--- config.mk ---
export PLATFORM = sky130hd
export DESIGN_NAME = pcie_rd_slot_sched
export DESIGN_NICKNAME = d
export VERILOG_FILES = /design/src/rtl/pcie_rd_slot_sched.sv
export SDC_FILE = /design/constraint.sdc
export NUM_CORES = 1
export LEC_CHECK = 0
export ABC_CLOCK_PERIOD_IN_PS = 4050
export CORE_AREA = 2 2 165 167
export DETAILED_ROUTE_END_ITERATION = 8
export DIE_AREA = 0 0 167 169
export HOLD_SLACK_MARGIN = 0.1
export PLACE_DENSITY = 0.45
export RECOVER_POWER = 100
export SLEW_MARGIN = 30
export SYNTH_ARGS = -nofsm -noshare
export SYNTH_HDL_FRONTEND = slang
export SYNTH_SLANG_ARGS = --single-unit
--- constraint.sdc ---
create_clock -name clk -period 4.05 [get_ports clk]
set_input_delay 0.81 -clock clk [delete_from_list [all_inputs] [get_ports clk]]
set_output_delay 0.81 -clock clk [all_outputs]
set_load 0.01 [all_outputs]
--- src/rtl/pcie_rd_slot_sched.sv ---
// Slot scheduler sharing the DMA CPU-read port between two video FIFO read sides.
// Optional beat-0 owner tag on cpu_rd_data[127:112] when PCIE_SCHED_TAG_EN is defined.
module pcie_rd_slot_sched #(
  parameter int unsigned  BURST_BEATS = 161,
  parameter int unsigned  THRESH      = 160,
  parameter int unsigned  LEVEL_W     = 10,
  parameter logic [127:0] FILL_WORD   = {8{16'hFFFF}}
) (
  input  logic               clk,
  input  logic               rst,
  input  logic               cpu_rd_en,
  output logic [127:0]       cpu_rd_data,
  input  logic [LEVEL_W-1:0] ch0_level,
  input  logic               ch0_flush,
  output logic               ch0_rd_en,
  input  logic [127:0]       ch0_rd_data,
  input  logic [LEVEL_W-1:0] ch1_level,
  input  logic               ch1_flush,
  output logic               ch1_rd_en,
  input  logic [127:0]       ch1_rd_data,
  output logic [1:0]         slot_owner,
  output logic [15:0]        fill_slots
);

  localparam int unsigned      CntW    = (BURST_BEATS > 1) ? $clog2(BURST_BEATS) : 1;
  localparam logic [CntW-1:0]  LastCnt = CntW'(BURST_BEATS - 1);
  localparam logic [LEVEL_W-1:0] ThreshL = LEVEL_W'(THRESH);

  typedef enum logic [1:0] {
    OwnFill = 2'd0,
    OwnCh0  = 2'd1,
    OwnCh1  = 2'd2
  } owner_e;

  logic [CntW-1:0] slot_cnt_q, slot_cnt_d;
  owner_e          owner_q, owner_d, sel_q, sel_d;
  owner_e          grant, beat_owner;
  logic            last_grant_q, last_grant_d;  // 1 = ch1 was granted last
  logic [15:0]     fill_slots_q, fill_slots_d;
  logic            elig0, elig1, decide, last_beat;

  always_comb begin
    elig0 = (ch0_level >= ThreshL) && !ch0_flush;
    elig1 = (ch1_level >= ThreshL) && !ch1_flush;
    if (elig0 && elig1) grant = last_grant_q ? OwnCh0 : OwnCh1;
    else if (elig0)     grant = OwnCh0;
    else if (elig1)     grant = OwnCh1;
    else                grant = OwnFill;

    decide    = cpu_rd_en && (slot_cnt_q == '0);
    last_beat = (slot_cnt_q == LastCnt);

    beat_owner = decide ? grant : owner_q;
    // A flushed owner loses the remainder of its slot; the count still runs to the end.
    if ((beat_owner == OwnCh0 && ch0_flush) || (beat_owner == OwnCh1 && ch1_flush)) begin
      beat_owner = OwnFill;
    end
    if (rst) beat_owner = OwnFill;

    ch0_rd_en = cpu_rd_en && (beat_owner == OwnCh0);
    ch1_rd_en = cpu_rd_en && (beat_owner == OwnCh1);

    slot_cnt_d   = slot_cnt_q;
    owner_d      = beat_owner;
    last_grant_d = last_grant_q;
    fill_slots_d = fill_slots_q;
    sel_d        = cpu_rd_en ? beat_owner : OwnFill;

    if (cpu_rd_en) begin
      slot_cnt_d = last_beat ? '0 : slot_cnt_q + 1'b1;
      if (last_beat) owner_d = OwnFill;
    end
    if (decide) begin
      if (grant == OwnFill) begin
        if (fill_slots_q != 16'hFFFF) fill_slots_d = fill_slots_q + 16'd1;
      end else begin
        last_grant_d = (grant == OwnCh1);
      end
    end
  end

`ifdef PCIE_SCHED_TAG_EN
  logic tag_q, tag_d;
  assign tag_d = decide && (beat_owner != OwnFill);
`endif

  always_ff @(posedge clk) begin
    if (rst) begin
      slot_cnt_q   <= '0;
      owner_q      <= OwnFill;
      sel_q        <= OwnFill;
      last_grant_q <= 1'b1;
      fill_slots_q <= 16'd0;
`ifdef PCIE_SCHED_TAG_EN
      tag_q        <= 1'b0;
`endif
    end else begin
      slot_cnt_q   <= slot_cnt_d;
      owner_q      <= owner_d;
      sel_q        <= sel_d;
      last_grant_q <= last_grant_d;
      fill_slots_q <= fill_slots_d;
`ifdef PCIE_SCHED_TAG_EN
      tag_q        <= tag_d;
`endif
    end
  end

  always_comb begin
    unique case (sel_q)
      OwnCh0:  cpu_rd_data = ch0_rd_data;
      OwnCh1:  cpu_rd_data = ch1_rd_data;
      default: cpu_rd_data = FILL_WORD;
    endcase
`ifdef PCIE_SCHED_TAG_EN
    if (tag_q) cpu_rd_data[127:112] = {8'hA5, 7'd0, (sel_q == OwnCh1)};
`endif
  end

  assign slot_owner = owner_q;
  assign fill_slots = fill_slots_q;

endmodule

==> flow_summary.json, run 1 <==
{
  "drtAntennaViolNets": 0,
  "place_hpwl_um": 21900,
  "layout_min_cycle_time_ns": 3.95,
  "yosysWarnings": 0,
  "grt_first_pass_wirelength_um": 37100,
  "cts.clk_slew.worst_paths_ns": 0.05,
  "ys_ff_latch": 29,
  "synth_area_per_cell_um2": 8.45,
  "via_per_inst": 4.53,
  "route.detailed.drc": 0,
  "routedWlPerCell_um": 24.4,
  "cts_setup_buffers": 0,
  "yosys-top-cells-area": "a221o_1 42%, dfxtp_1 19%, clkbuf_1 5.1%",
  "instances_no_fill": 1102,
  "wl_um": 26800,
  "worstSetupPathType": "input pin to output port",
  "area_growth_pct": 158,
  "grt_pass1_vias": 4978,
  "maxSlewViolCount": 0,
  "dp.cells": 1092,
  "min_path_type": "flip-flop to flip-flop",
  "synthArstFlopShare_pct": 0,
  "fin_util_pct": 29.5,
  "die_y_um": 169,
  "core-area_um2": 26500,
  "yosysTopAreaCellShare_pct": 42.3,
  "overflow": 0,
  "worstPathMaxFanout": 4,
  "required_ns": 3.24,
  "dr.pass1.iters": 4,
  "power_leakage_nw": 2.59,
  "synth-edff-count": 0,
  "drt_iter0_markers": 311,
  "routabilityCongestion": 0.789,
  "cap_violations": 0,
  "cts-root-buf": "clkbuf_16",
  "drive_gt1_share_pct": 5.27,
  "synth-seq-area-share_pct": 19.2,
  "peakVddDrop_v": 0.000145,
  "setup_violations": 0,
  "outcome": "finished clean",
  "vias": 4994,
  "relSlewSlack_pct": 5.36,
  "layout_commonest_cell": "clkdlybuf4s50_1",
  "grt_usage_pct": 17.9,
  "insertion_delay_ns": 0.28,
  "synth_area_um2": 3030,
  "rows": 60,
  "rsz0062_at_grt": "no",
  "htreeDepth": 2,
  "final_cell_mix": "288 x clkdlybuf4s50_1, 129 x dlygate4sd3_1, 128 x a221o_1",
  "placed_cell_area_um2": 7680,
  "yosysTopAreaCell": "a221o_1",
  "initial_core_util_pct": 11.4,
  "synth-main-ff-cell": "dfxtp_1",
  "syn_nets": 644,
  "antenna_found_initial": 8,
  "postLayoutCellArea_um2": 7820,
  "layout.nets": 1044,
  "die-area_um2": 28200,
  "setup_tns_ns": 0,
  "worst_pin_slew_ns": 1.42,
  "start_kind": "input pin",
  "fmaxAchievable_mhz": 253,
  "grt_max_degree": 54,
  "clock_path_buffers": 2,
  "cts_sinks": 29,
  "powerDensity_nw_per_um2": 161,
  "cts_tree": "done",
  "io_pins": 429,
  "cts_buffers": 5,
  "synth.distinct_cells": 46,
  "die_w_um": 167,
  "postSynthCellCount": 358,
  "cp-end-kind": "output port",
  "fin_crit_sh_pct": 97.5,
  "skew_ns": 0.00560,
  "worstPathArrival_ns": 3.14,
  "numPortBuffers": 418,
  "hold_viol": 0
}
[through the flow]
step                power, mW  hold slack [ns]  setup slack (ns)
floorplan               0.448            0.518             0.612
global placement        0.894            0.522            -0.215
detailed placement      0.891            0.532            -0.214
CTS                      1.30            0.541            0.0263
global route             1.32            0.576            0.0147
finish                   1.26            0.530             0.100
[registers in the layout, summed over array words and instances, names as in the netlist]
signal and flops:
slot_owner 2, last_grant_q 1, sel_q 2, fill_slots 16
slot_cnt_q 8
[synth_stat cells, drive strengths merged (3+ instances only)]
| master | n |
|---|---|
| a221o | 128 |
| clkbuf | 41 |
| dfxtp | 29 |
| nor2 | 28 |
| a21oi | 11 |
| nand3 | 10 |
| inv | 9 |
| o21ai | 8 |
| nand2 | 7 |
| nand4 | 7 |
| xnor2 | 7 |
| buf | 6 |
| nor4 | 6 |
| ha | 5 |
| or3 | 5 |
| xor2 | 5 |
| nand2b | 4 |
| nor3 | 4 |
| a31o | 3 |
| nor4b | 3 |
| or4b | 3 |
[logic make-up (layout without fill, tap and decap cells)]
group                    Yosys count  after routing  synth area share, %
AO/OA/AOI/OAI                    163            163                 50.4
XOR/XNOR                          12             12                 3.47
adder cells (fa/ha/maj)            5              5                 2.07
buffers and inverters             56            457                 7.23
flip-flops                        29             29                 19.2
multiplexers                       4              4                 1.41
other                              0              2                    0
AND/OR/NAND/NOR                   89             89                 16.3
[power breakdown]
part	internal, mW	switching [mW]	leakage [nW]	total (mW)
combinational	0.364	0.205	2.28	0.569
clock	0.260	0.134	0.0799	0.393
sequential	0.291	0.00574	0.234	0.297
total	0.915	0.344	2.59	1.26
[final timing paths]
check / depth (start not counted) / slack [ns] / startpoint / to
hold reg to reg: 2 / 0.53 / fill_slots[15] / fill_slots[15]
setup / recovery: 8 / 0.10 / cpu_rd_en / ch0_rd_en
hold / removal: 2 / 0.53 / fill_slots[15] / fill_slots[15]
setup reg to reg: 6 / 1.12 / slot_cnt_q[2] / fill_slots[5]
[area by class of cell]
| class | count | area [um^2] |
|---|---|---|
| Fill cell | 2831 | 18700 |
| Timing Repair Buffer | 440 | 4370 |
| Multi-Input combinational cell | 273 | 2240 |
| Sequential cell | 29 | 581 |
| Tap cell | 341 | 427 |
| Clock buffer | 7 | 153 |
| Inverter | 9 | 33.8 |
| Clock inverter | 1 | 5.00 |
| Antenna cell | 2 | 5.00 |
[what timing repair did]
| action | 4_1_cts | 5_1_grt |
|---|---|---|
| gates resized for setup | 4 | 4 |
| hold buffers | 0 | 0 |
| pin swaps | 1 | 0 |
| setup endpoints to repair | 2 | 2 |
[worst max-delay path: stages]
cell and delay, ns:
clkdlybuf4s50_1 0.47, or4b_1 0.48, buf_4 0.17, o21ai_1 0.16
o31ai_1 0.12, nor4_2 0.23, buf_4 0.16, clkdlybuf4s50_1 0.52
[layer usage]
metal / global-route usage [%] / wire length (um)
met1: 21.7 / 11000
met2: 30.0 / 12500
met3: 7.93 / 2960
met4: 2.51 / 286
met5: 0 / 49
Note: power is estimated with default switching activity, not from simulation.
==> inputs of run 2 (changes only) <==
--- a/config.mk
+++ b/config.mk
@@ -9,6 +9,7 @@
 export CORE_AREA = 2 2 165 167
 export DETAILED_ROUTE_END_ITERATION = 8
 export DIE_AREA = 0 0 167 169
+export GPL_TIMING_DRIVEN = 0
 export HOLD_SLACK_MARGIN = 0.1
 export PLACE_DENSITY = 0.45
 export RECOVER_POWER = 100
==> run 2 against run 1 <==
Against the previous run: the run now ends with max-capacitance violations, max-slew violations left; non-clock buffer count up 24; total power down 3.0%; combinational power down 1%; sequential power about the same; critical path type unchanged; clock-buffer cell count down 2; design area down 0.77%.
==> flow_summary.json, run 2 (synthesis results as in run 1) <==
{
  "worstPathMaxFanout": 9,
  "via_per_inst": 4.52,
  "rsz0062_at_grt": "no",
  "skew_ns": 0.00621,
  "dr.pass1.iters": 4,
  "cts_resized": 2,
  "cp-end-kind": "output port",
  "fin_crit_sh_pct": 95.8,
  "violations": "max-capacitance violations, max-slew violations",
  "worstReg2RegStart": "slot_cnt_q[2]",
  "dp.cells": 1116,
  "hold_path_depth": 2,
  "fin_util_pct": 29.3,
  "pre_cts_slack_ns": -0.00366,
  "cts_sinks": 29,
  "cts_tree": "done",
  "worst_pin_slew_ns": 1.88,
  "postLayoutCellArea_um2": 7760,
  "numPortBuffers": 417,
  "place_hpwl_um": 24200,
  "rrSetupSlack_ns": 0.41,
  "min_to": "fill_slots[15]",
  "use_met1_pct": 24.2,
  "cap_violations": 1,
  "wl_um": 28700,
  "powerDensity_nw_per_um2": 157,
  "hp-start": "fill_slots[15]",
  "hold_viol": 0,
  "grt-busiest-layer": "met2",
  "min_path_type": "flip-flop to flip-flop",
  "initial_core_util_pct": 11.4,
  "r2r-end": "fill_slots[5]",
  "core-area_um2": 26500,
  "fmaxAchievable_mhz": 258,
  "io_pins": 429,
  "clock_path_buffers": 2,
  "grt_usage_pct": 19.3,
  "layout_setup_ws_ns": 0.169,
  "cts_buffers": 5,
  "start_kind": "input pin",
  "worstSetupPathType": "input pin to output port",
  "outcome": "finished with violations",
  "largest_reg_flops": 16,
  "die_w_um": 167,
  "rows": 60,
  "layout.nets": 1068,
  "insertion_delay_ns": 0.28,
  "drt_iter0_markers": 404,
  "power_leakage_nw": 2.50,
  "worstPathArrival_ns": 3.07,
  "routedWlPerCell_um": 25.5,
  "fillCellCount": 2921,
  "setup_violations": 0,
  "grt_pass1_vias": 5368,
  "peakVddDrop_v": 0.000236,
  "antenna_found_initial": 6,
  "relSlewSlack_pct": -28.6,
  "drtAntennaViolNets": 0,
  "area_growth_pct": 156,
  "route.detailed.drc": 0,
  "layout_commonest_cell": "clkdlybuf4s50_1",
  "use_met2_pct": 33.3,
  "placed_cell_area_um2": 7630,
  "instances_no_fill": 1127,
  "vias": 5093,
  "drive_gt1_share_pct": 2.43,
  "grt_max_degree": 11,
  "routabilityCongestion": 0.835,
  "final_cell_mix": "277 x clkdlybuf4s50_1, 139 x dlygate4sd3_1, 128 x a221o_1",
  "cts-root-buf": "clkbuf_16",
  "die-area_um2": 28200,
  "hold_buffers": 0,
  "layout_min_cycle_time_ns": 3.88,
  "htreeDepth": 2,
  "grtUsageMet3_pct": 6.29,
  "r2r_cells": 5,
  "required_ns": 3.24,
  "maxSlewViolCount": 7,
  "overflow": 0,
  "cts_setup_buffers": 0,
  "cts.clk_slew.worst_paths_ns": 0.06,
  "grt_first_pass_wirelength_um": 39700,
  "die_y_um": 169
}
[run 2: cell type report]
cell class / instances / area (um^2) / share of cell area, %
timing repair buffer: 417 / 4170 / 53.8
multi-input combinational: 273 / 2210 / 28.5
sequential: 29 / 581 / 7.48
tap: 341 / 427 / 5.50
buffer: 47 / 184 / 2.37
clock buffer: 5 / 125 / 1.61
inverter: 9 / 33.8 / 0.435
clock inverter: 3 / 17.5 / 0.226
antenna: 3 / 7.51 / 0.0968
[run 2: how the worst max path moves through the flow]
stage                     slack (ns)  startpoint         endpoint
after global routing            0.02    sel_q[0]  cpu_rd_data[63]
after floorplan                 0.61   cpu_rd_en        ch1_rd_en
final                           0.17   cpu_rd_en        ch1_rd_en
after global placement        -0.007   cpu_rd_en        ch1_rd_en
after detailed placement      -0.004   cpu_rd_en        ch1_rd_en
after CTS                       0.13         rst        ch0_rd_en
[run 2: metrics by stage]
stage / TNS, ns / power, mW / hold WS, ns
2_1_floorplan: 0 / 0.448 / 0.518
3_3_place_gp: -0.00692 / 0.888 / 0.513
3_5_place_dp: -0.00366 / 0.887 / 0.523
4_1_cts: 0 / 1.26 / 0.531
5_1_grt: 0 / 1.28 / 0.579
6_report: 0 / 1.22 / 0.524
[run 2: critical path, stage by stage]
cell and delay, ns:
buf_6 0.11, or4b_1 0.54, or4_4 0.56, o211a_1 0.24
or3_1 0.35, nor3b_1 0.17, dlygate4sd2_1 0.28
[run 2: report_power, final]
part           total (mW)  leakage (nW)  switching [mW]  internal [mW]
clock network       0.362        0.0696           0.137          0.225
logic               0.562          2.19           0.208          0.353
registers           0.297         0.234         0.00577          0.291
total                1.22          2.50           0.352          0.869
[run 2: metal layers]
| layer | share of wire (%) | up-vias | wire length, um |
|---|---|---|---|
| li1 | - | 2392 | - |
| met2 | 48 | 215 | 13800 |
| met3 | 9.4 | 12 | 2690 |
| met5 | 0.12 | - | 34 |
| met4 | 0.60 | 6 | 171 |
| met1 | 42 | 2468 | 12000 |
==> inputs of run 3 (changes only) <==
--- a/config.mk
+++ b/config.mk
@@ -6,12 +6,12 @@
 export NUM_CORES = 1
 export LEC_CHECK = 0
 export ABC_CLOCK_PERIOD_IN_PS = 4050
-export CORE_AREA = 2 2 165 167
+export CORE_AREA = 10 10 159 161
 export DETAILED_ROUTE_END_ITERATION = 8
-export DIE_AREA = 0 0 167 169
+export DIE_AREA = 0 0 169 171
 export GPL_TIMING_DRIVEN = 0
 export HOLD_SLACK_MARGIN = 0.1
-export PLACE_DENSITY = 0.45
+export PLACE_DENSITY = 0.51
 export RECOVER_POWER = 100
 export SLEW_MARGIN = 30
 export SYNTH_ARGS = -nofsm -noshare
==> run 3 against run 2 <==
Against the previous run: the run now ends clean; non-clock buffer count did not move; total power rose by 1.3%; register-to-register slack improved by 0.48 ns; final cell count fell by 4.9%; design area fell by 0.69%; global-route usage fell by 1.0 points; hold slack got worse by 0.0050 ns.
==> flow_summary.json, run 3 (synthesis results as in run 1) <==
{
  "min_to": "fill_slots[9]",
  "instances_no_fill": 1072,
  "hold_path_depth": 2,
  "r2r_cells": 7,
  "die-area_um2": 28900,
  "grt_max_degree": 11,
  "drt_iter0_markers": 325,
  "vias": 5100,
  "via_per_inst": 4.76,
  "die_w_um": 169,
  "worstSetupPathType": "input pin to output port",
  "area_growth_pct": 155,
  "clock_path_buffers": 2,
  "p_total_mw": 1.24,
  "critPathBufInv": 3,
  "hp-start": "fill_slots[9]",
  "cp-end-kind": "output port",
  "peakVddDrop_v": 0.000152,
  "worst_pin_slew_ns": 1.30,
  "layout_setup_ws_ns": 0.209,
  "drtAntennaViolNets": 0,
  "postLayoutCellArea_um2": 7700,
  "layout_commonest_cell": "clkdlybuf4s50_1",
  "use_met1_pct": 21.1,
  "wl_um": 29000,
  "max_stage_delay_ns": 0.67,
  "antenna_found_initial": 13,
  "cts_tree": "done",
  "rsz0062_at_grt": "no",
  "worstPathMaxFanout": 10,
  "cts-root-buf": "clkbuf_16",
  "rrSetupSlack_ns": 0.89,
  "relSlewSlack_pct": 13.1,
  "fmaxAchievable_mhz": 260,
  "route.detailed.drc": 0,
  "htreeDepth": 2,
  "overflow": 0,
  "outcome": "finished clean",
  "maxSlewViolCount": 0,
  "rows": 55,
  "grt-busiest-layer": "met2",
  "fin_util_pct": 34.7,
  "power_leakage_nw": 2.50,
  "powerDensity_nw_per_um2": 161,
  "initial_core_util_pct": 13.6,
  "routabilityCongestion": 0.851,
  "io_pins": 429,
  "grt_usage_pct": 18.3,
  "hold_buffers": 0,
  "cts_buffers": 5,
  "slowest_stage": "dlygate4sd3_1",
  "place_hpwl_um": 24300,
  "worst_hold_slack_ns": 0.519,
  "setup_tns_ns": 0,
  "fillCellCount": 2336,
  "core-area_um2": 22200,
  "cp_top_family": "buffers and inverters",
  "insertion_delay_ns": 0.27,
  "r2r-end": "fill_slots[8]",
  "layout_min_cycle_time_ns": 3.84,
  "min_path_type": "flip-flop to flip-flop",
  "worstPathArrival_ns": 3.03,
  "cts_sinks": 29,
  "crit_chain": "dlygate4sd3_1 -> clkbuf_1 -> or2b_1 -> nor4_1 -> clkdlybuf4s50_1",
  "fin_crit_sh_pct": 94.8,
  "worstReg2RegStart": "slot_cnt_q[0]",
  "required_ns": 3.24,
  "pre_cts_slack_ns": 0.00923,
  "layout.nets": 1068,
  "grt_first_pass_wirelength_um": 39200,
  "die_y_um": 171,
  "setup_violations": 0,
  "drive_gt1_share_pct": 2.43,
  "cts.clk_slew.worst_paths_ns": 0.05,
  "grtUsageMet3_pct": 7.91,
  "use_met2_pct": 31.3,
  "dr.pass1.iters": 4,
  "dp.cells": 1060,
  "skew_ns": 0.00323,
  "grt_pass1_vias": 5165,
  "final_cell_mix": "271 x clkdlybuf4s50_1, 145 x dlygate4sd3_1, 128 x a221o_1",
  "routedWlPerCell_um": 27.0,
  "placed_cell_area_um2": 7560,
  "cap_violations": 0,
  "numPortBuffers": 417,
  "start_kind": "input pin",
  "largest_reg_flops": 16,
  "hold_viol": 0
}
-- run 3: how the worst max path moves through the flow --
stage | from | endpoint | slack, ns | cells past startpoint
finish | rst | ch0_rd_en | 0.21 | 5
global route | rst | ch0_rd_en | 0.1 | 5
CTS | cpu_rd_en | ch1_rd_en | 0.20 | 7
detailed placement | cpu_rd_en | ch1_rd_en | 0.009 | 7
global placement | cpu_rd_en | ch1_rd_en | 0.003 | 7
floorplan | cpu_rd_en | ch1_rd_en | 0.61 | 6
-- run 3: area by class of cell --
cell class / count / area [um^2] / area share (%)
diodes: 4 / 10.0 / 0.130
plain buffers: 47 / 184 / 2.39
clock buffers: 7 / 153 / 1.98
clock inverters: 1 / 5.00 / 0.0650
inverters: 9 / 33.8 / 0.438
multi-input cells: 273 / 2210 / 28.7
flip-flops and latches: 29 / 581 / 7.53
well taps: 285 / 357 / 4.63
repair buffers: 417 / 4170 / 54.2
-- run 3: worst min-delay path: cells and delay by family, from the launching register on --
kind	cells	cell delay (ns)
flops	1	0.34
compound gates	2	0.14
-- run 3: per-layer routing --
metal | up-vias | part of all wire [%]
li1 | 2392 | -
met1 | 2434 | 40
met2 | 232 | 49
met3 | 26 | 10
met4 | 16 | 0.61
met5 | - | 0.44
-- run 3: where the power goes --
part	internal [mW]	leakage, nW	switching (mW)
combinational	0.352	2.18	0.202
sequential	0.291	0.234	0.00557
clock	0.260	0.0799	0.126
total	0.903	2.50	0.334
-- run 3: repair_timing --
item,4_1_cts,5_1_grt
hold endpoints to repair,0,0
setup endpoints to repair,1,0
buffers inserted,0,0
gates resized for setup,1,0
==> RTL change 1 (flow settings as in run 1) <==
Register the output `ch0_rd_en`, cleared by the reset; this adds one clock of latency there. The other outputs are not delayed to match.
--- a/src/rtl/pcie_rd_slot_sched.sv
+++ b/src/rtl/pcie_rd_slot_sched.sv
@@ -34,2 +34,4 @@
 
+  logic ch0_rd_en_d;
+
   logic [CntW-1:0] slot_cnt_q, slot_cnt_d;
@@ -59,3 +61,3 @@
 
-    ch0_rd_en = cpu_rd_en && (beat_owner == OwnCh0);
+    ch0_rd_en_d = cpu_rd_en && (beat_owner == OwnCh0);
     ch1_rd_en = cpu_rd_en && (beat_owner == OwnCh1);
@@ -122,2 +124,10 @@
 
+  always_ff @(posedge clk) begin
+    if (rst) begin
+      ch0_rd_en <= '0;
+    end else begin
+      ch0_rd_en <= ch0_rd_en_d;
+    end
+  end
+
 endmodule
Function: changed (a bounded check fails within 4 cycles, from zero or initial values and one cycle with rst high).
==> RTL change 1 against run 1 <==
Final area fell by 0.78%; clock power fell by 5%; first-iteration DRC count rose by 3.5%; via count fell by 0.54%; routed wire length fell by 5.4%; setup slack improved by 0.023 ns; worst hold slack got worse by 0.026 ns; sequential cell count rose by 1; non-clock buffer count fell by 1; synthesized area fell by 0.99%; combinational power rose by 1%; sequential share of layout area rose by 0.32 points; total power barely moved; largest cell class unchanged; largest power group unchanged; highest routed layer unchanged.
==> RTL change 1: results (changes against run 1) <==
stage,metric,value,unit,change
status,run_status,"finished, final reports clean",,unchanged
pwr,p_leak,2.56,nW,was 2.59 nW
grt,grt_pass1_wl,35500,microns,"was 37,100 microns"
critical_path,slowest_delay,0.59,ns,was 0.52 ns
finish,clockNetworkAreaShare,1.90,%,was 2.02%
cts,cts_setup_buffers,0,,unchanged
placed_design,dp_slack,0.0266,ns,was -0.214 ns
placed_design,dpl.cell_count,1083,,"was 1,092"
routing,first_pass_iters,4,,unchanged
synth,ys_seq_area_share,20.0,%,was 19.2%
synth,postSynthCellCount,350,,was 358
routing,routed_via_density,4.55,,was 4.53
critical_path,crit_path_start,cpu_rd_en,,unchanged
placed_design,hpwlAfterDp,20700,microns,"was 21,900 microns"
placed_design,gp_congestion,0.823,,was 0.789
critical_path,crit_path_max_fanout,2,,was 4
pwr,vdd_ir_drop_max,0.000182,V,was 0.000145 V
pwr,clk-power,0.000374,W,was 0.000393 W
grt,grt_max_degree,50,,was 54
cts,htree_levels,2,,unchanged
critical_path,cp.arrival,3.12,ns,was 3.14 ns
sta,tightest_slew,0.982,ns,was 1.42 ns
finish,diodes,1,,was 2
finish,nMultiInputCombCells,265,,was 273
sta,fin_skew,0.00460,ns,was 0.00560 ns
synth,netlist_top_cells_count,"a221o_1, clkbuf_1, dfxtp_1",,unchanged
cts,post_cts_resize_count,0,,was 4
finish,layout-drive-gt1-share,4.53,%,was 5.27%
finish,sh_seq_area,7.74,%,was 7.43%
pwr,power_switching,0.000343,W,was 0.000344 W
grt,antenna_found_initial,8,,unchanged
grt,grtUsageTotal,16.9,%,was 17.9%
finish,multi_input_area_share,28.2,%,was 28.7%
routing,drtIter0Drc,322,,was 311
finish,finalNetCount,1035,,"was 1,044"
pwr,powerComb,0.000577,W,was 0.000569 W
placed_design,portBuffers,418,,unchanged
pwr,power,0.00126,W,about the same
finish,syn2layout_area_growth,159,%,was 158%
grt,first_global_vias,4877,,"was 4,978"
synth,syn_nets,636,,was 644
finish,n_fill_cell,2825,,"was 2,831"
finish,buffers_excl_clock,439,,was 440
synth,synth_area_leaders,"a221o_1, dfxtp_1, clkbuf_1, nor2_1, a21oi_1",,"was a221o_1, dfxtp_1, clkbuf_1, nor2_1, ha_1"
finish,nNonClkInverters,8,,was 9
routing,wl,25400,microns,"was 26,800 microns"
finish,area_share_nonclk_buffers,56.2,%,was 55.9%
placed_design,placed_area,7640,sq um,was 7680 sq um
critical_path,r2r_start,slot_cnt_q[0],,was slot_cnt_q[2]
synth,ys_ff_latch,30,,was 29
finish,clkbuf_count,7,,unchanged
critical_path,slowest_stage,clkdlybuf4s50_1,,unchanged
finish,seq_area,601,sq um,was 581 sq um
routing,via_count,4967,,"was 4,994"
RTL change 1: path summary, 6_finish.rpt:
kind,depth (start not counted),slack (ns),endpoint
hold / removal,2,0.50,fill_slots[15]
setup reg to reg,8,1.00,fill_slots[15]
setup / recovery,6,0.12,ch1_rd_en
hold reg to reg,2,0.50,fill_slots[15]
RTL change 1: routing by layer:
metal | vias to the layer above | part of all wire (%) | track usage (%)
met2 | 201 | 48 | 28.1
met4 | 14 | 1.9 | 3.75
met5 | - | 0.36 | 0
met1 | 2394 | 42 | 21.3
li1 | 2316 | - | -
met3 | 42 | 8.6 | 5.40
RTL change 1: logic make-up after synthesis:
family	count (synthesis)	share of synthesized area [%]
AO/OA/AOI/OAI	171	52.2
AND/OR/NAND/NOR	76	14.2
buffers and inverters	55	7.52
flip-flops	30	20.0
XOR/XNOR	10	2.92
adder cells (fa/ha/maj)	5	2.09
multiplexers	3	1.04
==> RTL change 2 (settings of run 1) <==
Made on the original files. Add a define of `PCIE_SCHED_TAG_EN`.
--- a/src/rtl/pcie_rd_slot_sched.sv
+++ b/src/rtl/pcie_rd_slot_sched.sv
@@ -2,2 +2,4 @@
 // Optional beat-0 owner tag on cpu_rd_data[127:112] when PCIE_SCHED_TAG_EN is defined.
+`define PCIE_SCHED_TAG_EN
+
 module pcie_rd_slot_sched #(
Check against the original RTL: not equivalent (Yosys sat finds a counterexample within 4 cycles, from zero or initial values and one cycle with rst high).
==> RTL change 2 against run 1 <==
Setup slack lost 0.018 ns; sequential cell count grew 1; global-route usage shrank 2.7 points; total power shrank 5.0%; routed wire length shrank 12%; final area shrank 0.66%; clock skew shrank 0.0018 ns; synthesized area shrank 1.9%; fmax shrank 0.44%.
==> RTL change 2: results (changes against run 1) <==
stage,metric,value,unit,change
finish,n_fill_cell,2805,,"was 2,831"
grt,first_global_vias,4754,,"was 4,978"
placed_design,placed_area,7660,sq um,was 7680 sq um
finish,final_area,7770,sq um,was 7820 sq um
pwr,sw_frac_of_total,26.5,%,was 27.3%
grt,grt_max_degree,60,,was 54
finish,clockNetworkAreaShare,1.71,%,was 2.02%
grt,met3_usage,2.48,%,was 7.93%
finish,n_sequential_cell,30,,was 29
finish,diodes,1,,was 2
critical_path,cp.arrival,3.16,ns,was 3.14 ns
critical_path,r2r-end,fill_slots[8],,was fill_slots[5]
critical_path,r2r_start,slot_cnt_q[4],,was slot_cnt_q[2]
synth,synth_area_leaders,"a221o_1, dfxtp_1, clkbuf_1, nor2_1, a221oi_1",,"was a221o_1, dfxtp_1, clkbuf_1, nor2_1, ha_1"
grt,grt_use_met2,25.7,%,was 30.0%
sta,worst_hold_slack,0.505,ns,was 0.530 ns
finish,layout-drive-gt1-share,4.26,%,was 5.27%
hold_path,hold_path_end,fill_slots[9],,was fill_slots[15]
routing,first_pass_iters,4,,unchanged
finish,nNonClkInverters,8,,was 9
cts,cts.path.max_buffers,2,,unchanged
grt,antenna_found_initial,1,,was 8
hold_path,hold_path.startpoint,fill_slots[9],,was fill_slots[15]
sta,slew_headroom,8.88,%,was 5.36%
finish,buffers_excl_clock,445,,was 440
synth,netlist_top_cells_count,"a221o_1, clkbuf_1, dfxtp_1",,unchanged
finish,nMultiInputCombCells,284,,was 273
finish,multi_input_area,2180,sq um,was 2240 sq um
critical_path,r2r_setup_slack,1.18,ns,was 1.12 ns
grt,grtUsageTotal,15.2,%,was 17.9%
finish,finalNetCount,1060,,"was 1,044"
routing,met1_length,10400,microns,"was 11,000 microns"
synth,syn_nets,656,,was 644
placed_design,dp_slack,-0.239,ns,was -0.214 ns
grt,grt_pass1_wl,32900,microns,"was 37,100 microns"
placed_design,gp_congestion,0.792,,was 0.789
routing,wl,23600,microns,"was 26,800 microns"
cts,post_cts_resize_count,2,,was 4
critical_path,crit_path_max_fanout,2,,was 4
finish,seq_area,601,sq um,was 581 sq um
routing,routed_via_density,4.45,,was 4.53
synth,yosys.cell_types.count,40,,was 46
synth,ys_seq_area_share,20.2,%,was 19.2%
grt,use_met1,20.6,%,was 21.7%
synth,synth.avg_cell_area,8.02,sq um,was 8.45 sq um
placed_design,hpwlAfterDp,18800,microns,"was 21,900 microns"
sta,worst_slack,0.0825,ns,was 0.100 ns
pwr,vdd_ir_drop_max,0.000173,V,was 0.000145 V
finish,area_share_nonclk_buffers,56.6,%,was 55.9%
pwr,p_leak,2.56,nW,was 2.59 nW
routing,top_layer,met4,,was met5
status,run_status,"finished, final reports clean",,unchanged
routing,routed-wl-met3,1260,microns,was 2960 microns
routing,drtIter0Drc,441,,was 311
-- RTL change 2: kinds of logic (layout without fill, tap and decap cells) --
| logic type | count (synthesis) | after routing | synth area share [%] |
|---|---|---|---|
| other | 0 | 1 | 0 |
| AO/OA/AOI/OAI | 175 | 175 | 51.7 |
| XOR/XNOR | 7 | 7 | 2.06 |
| adder cells (fa/ha/maj) | 5 | 5 | 2.11 |
| multiplexers | 1 | 1 | 0.337 |
| AND/OR/NAND/NOR | 96 | 96 | 16.4 |
| buffers and inverters | 56 | 460 | 7.12 |
| flip-flops | 30 | 30 | 20.2 |
-- RTL change 2: through the flow --
stage                     total power (W)  std cells
final                             0.00120       1116
after global routing              0.00125       1115
after CTS                         0.00123       1115
after detailed placement         0.000878       1108
after global placement           0.000880       1108
after floorplan                  0.000441        370
-- RTL change 2: critical path, cell delays in order --
cell,delay [ns]
clkdlybuf4s50_1,0.49
or4b_1,0.43
or4_4,0.43
a211o_2,0.29
a32o_1,0.24
nor3b_2,0.17
dlygate4sd2_1,0.28
